[src/rtl/mdio_sched_if.sv]
// Bundle of signals between the MDIO scheduler, its CPU client, the MDIO master and the link poller.
// The slave modport is the scheduler's view; the master modport is the surrounding system's view.
interface mdio_sched_if;
    logic        cpu_req_valid;
    logic        cpu_req_write;
    logic [4:0]  cpu_req_phy;
    logic [4:0]  cpu_req_reg;
    logic [15:0] cpu_req_wdata;
    logic        cpu_req_ready;
    logic [15:0] cpu_rsp_rdata;
    logic        cpu_rsp_err;
    logic        mdio_start;
    logic        mdio_write;
    logic [4:0]  mdio_phy;
    logic [4:0]  mdio_reg;
    logic [15:0] mdio_wdata;
    logic        mdio_busy;
    logic [15:0] mdio_rdata;
    logic        poll_en;
    logic        irq_clr;
    logic        link_up;
    logic [15:0] link_status;
    logic        link_chg;

    modport slave (
        input  cpu_req_valid, cpu_req_write, cpu_req_phy, cpu_req_reg, cpu_req_wdata,
        output cpu_req_ready, cpu_rsp_rdata, cpu_rsp_err,
        output mdio_start, mdio_write, mdio_phy, mdio_reg, mdio_wdata,
        input  mdio_busy, mdio_rdata,
        input  poll_en, irq_clr,
        output link_up, link_status, link_chg
    );

    modport master (
        output cpu_req_valid, cpu_req_write, cpu_req_phy, cpu_req_reg, cpu_req_wdata,
        input  cpu_req_ready, cpu_rsp_rdata, cpu_rsp_err,
        input  mdio_start, mdio_write, mdio_phy, mdio_reg, mdio_wdata,
        output mdio_busy, mdio_rdata,
        output poll_en, irq_clr,
        input  link_up, link_status, link_chg
    );
endinterface

[src/rtl/mdio_sched.sv]
// Shares one MDIO master between CPU register accesses and a periodic PHY link-status poller,
// sequencing the start/busy handshake with per-phase timeouts and publishing link state.
module mdio_sched #(
    parameter logic [23:0] POLL_DIV = 24'd12_500_000,
    parameter logic [4:0]  PHY_ID   = 5'd0,
    parameter logic [4:0]  STAT_REG = 5'd1,
    parameter int unsigned LINK_BIT = 2,
    parameter logic [19:0] TIMEOUT  = 20'd32768
) (
    input  logic         clk,
    input  logic         arst_n,
    mdio_sched_if.slave  bus
);
    typedef enum logic [1:0] {
        ST_IDLE  = 2'd0,
        ST_START = 2'd1,
        ST_WAIT  = 2'd2,
        ST_DONE  = 2'd3
    } state_t;

    localparam logic [19:0] TMO_LAST  = TIMEOUT - 20'd1;
    localparam logic [23:0] POLL_LAST = POLL_DIV - 24'd1;

    state_t      state_r;
    state_t      state_next_s;
    logic        busy_meta_r;
    logic        busy_sync_r;
    logic [19:0] tmo_cnt_r;
    logic        tmo_hit_s;
    logic [23:0] poll_cnt_r;
    logic        poll_term_s;
    logic        poll_pending_r;
    logic        last_poll_r;
    logic        grant_cpu_r;
    logic        err_r;
    logic [15:0] rdata_cap_r;
    logic        cpu_want_s;
    logic        take_cpu_s;
    logic        take_poll_s;
    logic        mdio_start_r;
    logic        mdio_write_r;
    logic [4:0]  mdio_phy_r;
    logic [4:0]  mdio_reg_r;
    logic [15:0] mdio_wdata_r;
    logic        cpu_req_ready_r;
    logic [15:0] cpu_rsp_rdata_r;
    logic        cpu_rsp_err_r;
    logic        link_up_r;
    logic [15:0] link_status_r;
    logic        link_chg_r;
    logic        poll_done_s;
    logic        link_new_s;
    logic        link_set_s;

    // A request still visible during its own ready pulse must not be granted a second time.
    assign cpu_want_s  = bus.cpu_req_valid & ~cpu_req_ready_r;
    assign tmo_hit_s   = (tmo_cnt_r == TMO_LAST);
    assign poll_term_s = (poll_cnt_r == POLL_LAST);
    assign poll_done_s = (state_r == ST_DONE) && !grant_cpu_r;
    assign link_new_s  = err_r ? 1'b0 : rdata_cap_r[LINK_BIT];
    assign link_set_s  = poll_done_s && (link_new_s != link_up_r);

    // Next-state and arbitration decision.
    always_comb begin
        state_next_s = state_r;
        take_cpu_s   = 1'b0;
        take_poll_s  = 1'b0;
        case (state_r)
            ST_IDLE: begin
                if (cpu_want_s && poll_pending_r) begin
                    if (last_poll_r) begin
                        take_cpu_s = 1'b1;
                    end else begin
                        take_poll_s = 1'b1;
                    end
                end else if (cpu_want_s) begin
                    take_cpu_s = 1'b1;
                end else if (poll_pending_r) begin
                    take_poll_s = 1'b1;
                end else begin
                    take_cpu_s = 1'b0;
                end
                if (take_cpu_s || take_poll_s) begin
                    state_next_s = ST_START;
                end else begin
                    state_next_s = ST_IDLE;
                end
            end
            ST_START: begin
                if (busy_sync_r) begin
                    state_next_s = ST_WAIT;
                end else if (tmo_hit_s) begin
                    state_next_s = ST_DONE;
                end else begin
                    state_next_s = ST_START;
                end
            end
            ST_WAIT: begin
                if (!busy_sync_r) begin
                    state_next_s = ST_DONE;
                end else if (tmo_hit_s) begin
                    state_next_s = ST_DONE;
                end else begin
                    state_next_s = ST_WAIT;
                end
            end
            ST_DONE: state_next_s = ST_IDLE;
            default: state_next_s = ST_IDLE;
        endcase
    end

    // Two-flop synchroniser for the master's busy flag.
    always_ff @(posedge clk or negedge arst_n) begin
        if (!arst_n) begin
            busy_meta_r <= 1'b0;
            busy_sync_r <= 1'b0;
        end else begin
            busy_meta_r <= bus.mdio_busy;
            busy_sync_r <= busy_meta_r;
        end
    end

    // State register and per-phase timeout counter, restarted on every phase change.
    always_ff @(posedge clk or negedge arst_n) begin
        if (!arst_n) begin
            state_r   <= ST_IDLE;
            tmo_cnt_r <= 20'd0;
        end else begin
            state_r <= state_next_s;
            if ((state_next_s != state_r) || (state_r == ST_IDLE) || (state_r == ST_DONE)) begin
                tmo_cnt_r <= 20'd0;
            end else begin
                tmo_cnt_r <= tmo_cnt_r + 20'd1;
            end
        end
    end

    // Transaction launch, handshake and result capture.
    always_ff @(posedge clk or negedge arst_n) begin
        if (!arst_n) begin
            mdio_start_r <= 1'b0;
            mdio_write_r <= 1'b0;
            mdio_phy_r   <= 5'd0;
            mdio_reg_r   <= 5'd0;
            mdio_wdata_r <= 16'd0;
            grant_cpu_r  <= 1'b0;
            last_poll_r  <= 1'b1;
            err_r        <= 1'b0;
            rdata_cap_r  <= 16'd0;
        end else begin
            case (state_r)
                ST_IDLE: begin
                    if (take_cpu_s || take_poll_s) begin
                        mdio_start_r <= 1'b1;
                        mdio_write_r <= take_cpu_s & bus.cpu_req_write;
                        mdio_phy_r   <= take_cpu_s ? bus.cpu_req_phy : PHY_ID;
                        mdio_reg_r   <= take_cpu_s ? bus.cpu_req_reg : STAT_REG;
                        mdio_wdata_r <= take_cpu_s ? bus.cpu_req_wdata : 16'd0;
                        grant_cpu_r  <= take_cpu_s;
                        last_poll_r  <= take_poll_s;
                        err_r        <= 1'b0;
                    end
                end
                ST_START: begin
                    if (busy_sync_r) begin
                        mdio_start_r <= 1'b0;
                    end else if (tmo_hit_s) begin
                        mdio_start_r <= 1'b0;
                        err_r        <= 1'b1;
                    end
                end
                ST_WAIT: begin
                    if (!busy_sync_r) begin
                        rdata_cap_r <= bus.mdio_rdata;
                    end else if (tmo_hit_s) begin
                        err_r <= 1'b1;
                    end
                end
                default: begin
                    mdio_start_r <= mdio_start_r;
                end
            endcase
        end
    end

    // CPU completion pulse with registered response.
    always_ff @(posedge clk or negedge arst_n) begin
        if (!arst_n) begin
            cpu_req_ready_r <= 1'b0;
            cpu_rsp_rdata_r <= 16'd0;
            cpu_rsp_err_r   <= 1'b0;
        end else begin
            cpu_req_ready_r <= (state_r == ST_DONE) && grant_cpu_r;
            if ((state_r == ST_DONE) && grant_cpu_r) begin
                cpu_rsp_err_r   <= err_r;
                cpu_rsp_rdata_r <= err_r ? 16'hFFFF : (mdio_write_r ? 16'd0 : rdata_cap_r);
            end
        end
    end

    // Poll interval timer; a due poll stays pending until granted, without queueing.
    always_ff @(posedge clk or negedge arst_n) begin
        if (!arst_n) begin
            poll_cnt_r     <= 24'd0;
            poll_pending_r <= 1'b0;
        end else if (!bus.poll_en) begin
            poll_cnt_r     <= 24'd0;
            poll_pending_r <= 1'b0;
        end else begin
            poll_cnt_r <= poll_term_s ? 24'd0 : (poll_cnt_r + 24'd1);
            if (poll_term_s) begin
                poll_pending_r <= 1'b1;
            end else if (take_poll_s) begin
                poll_pending_r <= 1'b0;
            end
        end
    end

    // Published link state; a change event takes priority over a simultaneous clear.
    always_ff @(posedge clk or negedge arst_n) begin
        if (!arst_n) begin
            link_up_r     <= 1'b0;
            link_status_r <= 16'd0;
            link_chg_r    <= 1'b0;
        end else begin
            if (poll_done_s) begin
                link_up_r <= link_new_s;
                if (!err_r) begin
                    link_status_r <= rdata_cap_r;
                end
            end
            if (link_set_s) begin
                link_chg_r <= 1'b1;
            end else if (bus.irq_clr) begin
                link_chg_r <= 1'b0;
            end
        end
    end

    assign bus.cpu_req_ready = cpu_req_ready_r;
    assign bus.cpu_rsp_rdata = cpu_rsp_rdata_r;
    assign bus.cpu_rsp_err   = cpu_rsp_err_r;
    assign bus.mdio_start    = mdio_start_r;
    assign bus.mdio_write    = mdio_write_r;
    assign bus.mdio_phy      = mdio_phy_r;
    assign bus.mdio_reg      = mdio_reg_r;
    assign bus.mdio_wdata    = mdio_wdata_r;
    assign bus.link_up       = link_up_r;
    assign bus.link_status   = link_status_r;
    assign bus.link_chg      = link_chg_r;
endmodule

[src/flat_wrapper.sv]
// flat-port wrapper written by rule: the top's interface ports become plain ports
module mdio_sched_flat 
#(
    parameter logic [23:0] POLL_DIV = 24'd12_500_000,
    parameter logic [4:0]  PHY_ID   = 5'd0,
    parameter logic [4:0]  STAT_REG = 5'd1,
    parameter int unsigned LINK_BIT = 2,
    parameter logic [19:0] TIMEOUT  = 20'd32768
)
  (clk, arst_n, bus_cpu_req_valid, bus_cpu_req_write, bus_cpu_req_phy, bus_cpu_req_reg, bus_cpu_req_wdata, bus_cpu_req_ready, bus_cpu_rsp_rdata, bus_cpu_rsp_err, bus_mdio_start, bus_mdio_write, bus_mdio_phy, bus_mdio_reg, bus_mdio_wdata, bus_mdio_busy, bus_mdio_rdata, bus_poll_en, bus_irq_clr, bus_link_up, bus_link_status, bus_link_chg);
  mdio_sched_if bus_i ();
  input  logic clk;
  input  logic arst_n;
  input wire logic [$bits(bus_i.cpu_req_valid)-1:0] bus_cpu_req_valid;
  input wire logic [$bits(bus_i.cpu_req_write)-1:0] bus_cpu_req_write;
  input wire logic [$bits(bus_i.cpu_req_phy)-1:0] bus_cpu_req_phy;
  input wire logic [$bits(bus_i.cpu_req_reg)-1:0] bus_cpu_req_reg;
  input wire logic [$bits(bus_i.cpu_req_wdata)-1:0] bus_cpu_req_wdata;
  output wire logic [$bits(bus_i.cpu_req_ready)-1:0] bus_cpu_req_ready;
  output wire logic [$bits(bus_i.cpu_rsp_rdata)-1:0] bus_cpu_rsp_rdata;
  output wire logic [$bits(bus_i.cpu_rsp_err)-1:0] bus_cpu_rsp_err;
  output wire logic [$bits(bus_i.mdio_start)-1:0] bus_mdio_start;
  output wire logic [$bits(bus_i.mdio_write)-1:0] bus_mdio_write;
  output wire logic [$bits(bus_i.mdio_phy)-1:0] bus_mdio_phy;
  output wire logic [$bits(bus_i.mdio_reg)-1:0] bus_mdio_reg;
  output wire logic [$bits(bus_i.mdio_wdata)-1:0] bus_mdio_wdata;
  input wire logic [$bits(bus_i.mdio_busy)-1:0] bus_mdio_busy;
  input wire logic [$bits(bus_i.mdio_rdata)-1:0] bus_mdio_rdata;
  input wire logic [$bits(bus_i.poll_en)-1:0] bus_poll_en;
  input wire logic [$bits(bus_i.irq_clr)-1:0] bus_irq_clr;
  output wire logic [$bits(bus_i.link_up)-1:0] bus_link_up;
  output wire logic [$bits(bus_i.link_status)-1:0] bus_link_status;
  output wire logic [$bits(bus_i.link_chg)-1:0] bus_link_chg;
  assign bus_i.cpu_req_valid = bus_cpu_req_valid;
  assign bus_i.cpu_req_write = bus_cpu_req_write;
  assign bus_i.cpu_req_phy = bus_cpu_req_phy;
  assign bus_i.cpu_req_reg = bus_cpu_req_reg;
  assign bus_i.cpu_req_wdata = bus_cpu_req_wdata;
  assign bus_cpu_req_ready = bus_i.cpu_req_ready;
  assign bus_cpu_rsp_rdata = bus_i.cpu_rsp_rdata;
  assign bus_cpu_rsp_err = bus_i.cpu_rsp_err;
  assign bus_mdio_start = bus_i.mdio_start;
  assign bus_mdio_write = bus_i.mdio_write;
  assign bus_mdio_phy = bus_i.mdio_phy;
  assign bus_mdio_reg = bus_i.mdio_reg;
  assign bus_mdio_wdata = bus_i.mdio_wdata;
  assign bus_i.mdio_busy = bus_mdio_busy;
  assign bus_i.mdio_rdata = bus_mdio_rdata;
  assign bus_i.poll_en = bus_poll_en;
  assign bus_i.irq_clr = bus_irq_clr;
  assign bus_link_up = bus_i.link_up;
  assign bus_link_status = bus_i.link_status;
  assign bus_link_chg = bus_i.link_chg;
  mdio_sched #(.POLL_DIV(POLL_DIV), .PHY_ID(PHY_ID), .STAT_REG(STAT_REG), .LINK_BIT(LINK_BIT), .TIMEOUT(TIMEOUT)) u_core (.clk(clk), .arst_n(arst_n), .bus(bus_i));
endmodule
[config.mk]
export PLATFORM = sky130hd
export DESIGN_NAME = mdio_sched_flat
export DESIGN_NICKNAME = d
export VERILOG_FILES = /design/src/rtl/mdio_sched_if.sv /design/src/rtl/mdio_sched.sv /design/src/flat_wrapper.sv
export SDC_FILE = /design/constraint.sdc
export NUM_CORES = 1
export LEC_CHECK = 0
export BUFFER_PORTS_ARGS = -buffer_cell sky130_fd_sc_hd__buf_4
export CORE_AREA = 2 2 141 143
export CTS_CLUSTER_SIZE = 12
export DETAILED_ROUTE_END_ITERATION = 12
export DIE_AREA = 0 0 143 145
export PLACE_DENSITY = 0.51
export SYNTH_ARGS = -nofsm -noshare
export SYNTH_HDL_FRONTEND = slang
export SYNTH_SLANG_ARGS = --single-unit
[constraint.sdc]
create_clock -name clk -period 2.95 [get_ports clk]
set_clock_uncertainty 0.2 [all_clocks]
set_input_delay 0.295 -clock clk [delete_from_list [all_inputs] [get_ports clk]]
set_output_delay 0.295 -clock clk [all_outputs]
set_load 0.01 [all_outputs]
* Word level (Yosys, flattened, before mapping)
Index checks and enable logic that the tools add are counted.
Operators by class: $add $sub $neg 2, multiply operators 0, divide/modulo/power cells 0, $lt $le $gt $ge 0, equality and inequality tests 12, shifts and indexed selects 0, muxes and demuxes 40, bitwise gates (word level) 5, reductions and logical operators 18
Operator list (number):
- 2-to-1 mux 16 bit | 3
- 2-to-1 mux 24 bit | 2
- 2-to-1 mux 1 bit | 26
- adder 24 x 1 -> 24 bit, second input constant | 1
- == test 24 bit, second input constant | 1
- adder 20 x 1 -> 20 bit, second input constant | 1
- == test 20 x 15 -> 1 bit, second input constant | 1
- 2-to-1 mux 20 bit | 1
- 2-to-1 mux 5 bit | 2
- one-hot mux 2 bit (4 select lines) | 1
- 2-to-1 mux 2 bit | 3
- != test 3 x 1 -> 1 bit, second input constant | 2
- AND reduction 2 bit | 3
- == test 2 bit, second input constant | 2
- logical AND 1 bit | 4
- logical OR 1 bit | 4
- != test 2 bit, second input constant | 2
- AND reduction 4 bit | 1
- nonzero test 2 bit | 2
- inverter 1 bit | 3
- one-hot mux 1 bit (3 select lines) | 1
- AND reduction 3 bit | 1
- nonzero test 3 bit | 1
- bitwise AND 1 bit | 2
- other kinds (7) | 7
Word-level totals: register bits after elaboration 132, latch bits 0, RAM bits 0, ROM bits 0, bits of input ports 49, output and inout bits 64, word-level logic and storage cells 98, memories 0

* Logic depth before layout (Yosys ltp)
depth in word-level cells 12, gate-level depth with buffers 9, gate-level depth less buffers 7

* Worst setup path before layout
OpenSTA, ideal clock, no wires.
path kind reg2reg, start point reg u_core.state_r[0], end point reg u_core.rdata_cap_r[10], setup time 125 ps, arrival 1882 ps, required time 2625 ps, setup slack 743 ps, cell stages (with the launch flop) 7, path buffers 2, clock period less this slack 2207 ps, path through dfrtp_1 -> inv_1 -> ha_1 -> nor2b_1 -> clkbuf_1 -> buf_1 -> mux2_2
Between the ends: longest elaborated chain between the ends 2
RTL lines:
- start: declaration | line mdio_sched.sv:24 | state_t state_r;
- start signal: assignment | line mdio_sched.sv:129 | state_r <= state_next_s;
- == test 2 bit | line mdio_sched.sv:151 | case (state_r)
- AND reduction 2 bit (no source line)
- end signal: assignment | line mdio_sched.sv:174 | rdata_cap_r <= bus.mdio_rdata;
- end: declaration | line mdio_sched.sv:36 | logic [15:0] rdata_cap_r;
No other way between the ends. A chain may end at the register's enable or synchronous reset.

* Worst setup path in the final report
start point reg u_core.state_r[0], end point reg u_core.tmo_cnt_r[10]
Between the ends: longest elaborated chain between the ends 6, elaborated cells on any way between the ends 9, classes of those cells 4 x eq/ne; 2 x mux; 3 x reduce/logical
RTL lines:
- == test 2 bit, or another cell as far along | line mdio_sched.sv:68, mdio_sched.sv:130
- one-hot mux 2 bit (4 select lines) | line mdio_sched.sv:68 | case (state_r)
- != test 2 bit | line mdio_sched.sv:130 | if ((state_next_s != state_r) || (state_r == ST_IDLE) || (state_r == ST_DONE)) begin
- logical OR 1 bit | line mdio_sched.sv:130
- logical OR 1 bit (*) | line mdio_sched.sv:130
- 2-to-1 mux 20 bit (*) | line mdio_sched.sv:130
- end signal: assignment | line mdio_sched.sv:133 | tmo_cnt_r <= tmo_cnt_r + 20'd1;
- end: declaration | line mdio_sched.sv:28 | logic [19:0] tmo_cnt_r;
Every way passes the cells marked *; elsewhere a longest branch is shown, timed or not.

==> flow_metrics.py <==
metrics = {
    "grt": {
        "overflow": 0,
        "grt_usage_pct": 13.9,
        "grt_pass1_wl_um": 22800,
        "grt_max_degree": 64,
        "grt_pass1_vias": 4452,
        "antenna_found_initial": 0,
    },
    "clocking": {
        "clock_latency_ns": 0.42,
        "clk_pin_slew_ns": 0.06,
        "ctsRootBufferMaster": "clkbuf_16",
        "post-cts-setup-buffers": 0,
        "cts_buffers": 17,
        "clock_path_buffers": 2,
        "clkSinkCount": 132,
        "cts_tree": "yes",
        "htreeDepth": 4,
    },
    "hold_path": {
        "holdPathEnd": "u_core.busy_sync_r",
        "hp-start": "u_core.busy_meta_r",
        "hp-class": "reg -> reg",
        "worstHoldPathCells": 0,
    },
    "layout": {
        "final_common_cell": "dfrtp_1",
        "multi_input_area_sq_um": 2210,
        "final_cell_mix": "dfrtp_1 (131), buf_4 (122), dlygate4sd3_1 (47)",
        "largest_reg_flops": 24,
        "largestRegisters": "u_core.poll_cnt_r x24, u_core.tmo_cnt_r x20",
        "largest_register": "u_core.poll_cnt_r",
        "diodes": 0,
        "syn_to_final_growth_pct": 39.9,
        "final_layout_size_suffix_gt1_share_pct": 30.8,
        "nFillCells": 1839,
        "fin_nets": 705,
        "regArea_sq_um": 3300,
    },
    "timing": {
        "tightest_slew_ns": 0.788,
        "rsz0062_at_grt": "no",
        "max_freq_mhz": 402,
        "slew_viol_final": 0,
        "finalHoldViolCount": 0,
        "period_minus_slack_ns": 2.49,
        "setup_tns_ns": 0,
        "setup_viol": 0,
        "fin_crit_sh_pct": 84.2,
        "setup_slack_ns": 0.465,
        "slew_headroom_pct": 47.0,
    },
    "critical_path": {
        "cp.buffers_inverters": 2,
        "reg2regPathDepth": 8,
        "rrSetupSlack_ns": 0.46,
        "crit_path_max_incr_delay_ns": 0.46,
        "end_kind": "register",
        "crit_fanout": 20,
        "critPathArrivalTime_ns": 2.58,
        "crit_chain": "inv_1 -> ha_1 -> nand2b_1 -> nor2_1 -> and4b_1 -> o221ai_2 -> buf_4 -> nor3_1",
        "worst_ep_required_time_ns": 3.05,
        "critical_path_class": "reg -> reg",
        "cpMaxStageDelayCell": "dfrtp_1",
        "path_delay_family": "simple AND/OR/NAND/NOR gates",
        "r2r_start": "u_core.state_r[0]",
        "start_kind": "register",
        "r2r_end": "u_core.tmo_cnt_r[10]",
    },
    "logic_synthesis": {
        "synth.area.top_cells": "dfrtp_1 (58%), mux2_2 (6.6%), a22o_1 (4.2%)",
        "ys.flop_type": "dfrtp_1",
        "netlist_area_sq_um": 5660,
        "yosysWarnings": 0,
        "ys_seq_elements": 132,
        "yosysSeqAreaShare_pct": 58.4,
        "yosys.area.top_type": "dfrtp_1",
        "synth_edf_count": 0,
        "yosysUniqueCellTypes": 50,
        "synthArstFlopShare_pct": 100,
        "yosysTopAreaCellShare_pct": 57.9,
        "synth_cells": 485,
        "syn-num-nets": 540,
        "syn_area_per_cell_sq_um": 11.7,
    },
    "routing": {
        "wl_per_cell_um": 14.9,
        "drcViolationCount": 0,
        "ant_nets": 0,
        "avgViaCountPerCell": 4.63,
        "drtPass1Iterations": 4,
        "drt_iter0_drc": 225,
        "drt-total-wl_um": 13800,
        "num_vias": 4295,
    },
    "die": {
        "fp.coreArea_sq_um": 19200,
        "dieWidth_um": 143,
        "start_util_pct": 29.5,
        "row_count": 51,
        "dieArea_sq_um": 20700,
        "pin_count": 113,
        "die_h_um": 145,
    },
    "pwr": {
        "leakage_nw": 3.51,
        "power_density_nw_per_um2": 958,
        "max-vdd-ir-drop_uv": 447,
    },
    "place": {
        "numPortBuffers": 112,
        "dp_slack_ns": 0.482,
        "gp_congestion": 0.836,
        "hpwl_um": 9070,
    },
    "flow_run": {
        "drv_cap": 0,
    },
    "status": {
        "status": "completed",
    },
}
==> metrics by stage <==
stage | power (mW) | std cells | area (sq um) | util [%] | hold slack (ns)
finish | 7.59 | 928 | 7920 | 41.2 | 0.214
floorplan | 4.19 | 485 | 5660 | - | -0.201
global route | 8.04 | 928 | 7920 | 41.2 | 0.221
detailed placement | 5.30 | 849 | 6810 | 35.4 | 0.120
CTS | 7.67 | 928 | 7920 | 41.2 | 0.206
global placement | 5.23 | 849 | 6810 | 35.4 | 0.116
==> how the worst max path moves through the flow <==
stage | startpoint | end | slack, ns | cells past startpoint
floorplan | u_core.state_r[0] | u_core.rdata_cap_r[10] | 0.74 | 6
global placement | u_core.state_r[0] | u_core.tmo_cnt_r[3] | 0.61 | 8
detailed placement | u_core.state_r[0] | u_core.tmo_cnt_r[10] | 0.48 | 8
CTS | u_core.state_r[0] | u_core.tmo_cnt_r[10] | 0.47 | 8
global route | u_core.state_r[0] | u_core.tmo_cnt_r[10] | 0.28 | 8
finish | u_core.state_r[0] | u_core.tmo_cnt_r[10] | 0.46 | 8
==> logic make-up after synthesis <==
family,count (synthesis),synth area share [%]
simple gates,158,14.6
flops,132,58.4
compound gates,80,9.75
xor+xnor,41,6.34
buf+inv,34,2.89
mux,34,6.74
fa+ha+maj,6,1.33
==> synth_stat cells, types with 5 or more instances <==
cell,count
nor2b_1,6
nand4_1,9
mux2_2,33
clkbuf_1,13
ha_1,6
xor2_1,17
nor3_1,27
and3_1,8
xnor2_1,24
inv_1,10
nand2_1,20
buf_2,5
nand3_1,14
and4_1,5
a21oi_1,38
nor2_1,47
a22o_1,27
dfrtp_1,131
==> final cells by class <==
type                       count  share of cell area [%]
clock buffer                  20                    5.89
clock inverter                12                    2.24
inverter                      10                   0.474
multi-input combinational    319                    27.8
sequential                   132                    41.7
tap                          265                    4.19
timing repair buffer         170                    17.6
==> power breakdown <==
part / switching [mW] / internal (mW) / total [mW]
registers: 0.379 / 2.39 / 2.77
logic: 1.26 / 1.27 / 2.53
clock network: 0.804 / 1.48 / 2.28
==> metal layers <==
layer | part of all wire (%) | global-route usage [%] | vias up
li1 | - | - | 2045
met1 | 44 | 17.6 | 2144
met2 | 50 | 22.8 | 86
met3 | 4.0 | 4.16 | 20
met4 | 1.6 | 4.65 | 0
met5 | 0 | 0 | -
==> timing repair <==
action,4_1_cts,5_1_grt
resized for setup,0,0
endpoints found under the hold margin,105,0
hold buffers,47,0
No activity file was read; power rests on OpenSTA's default activity.
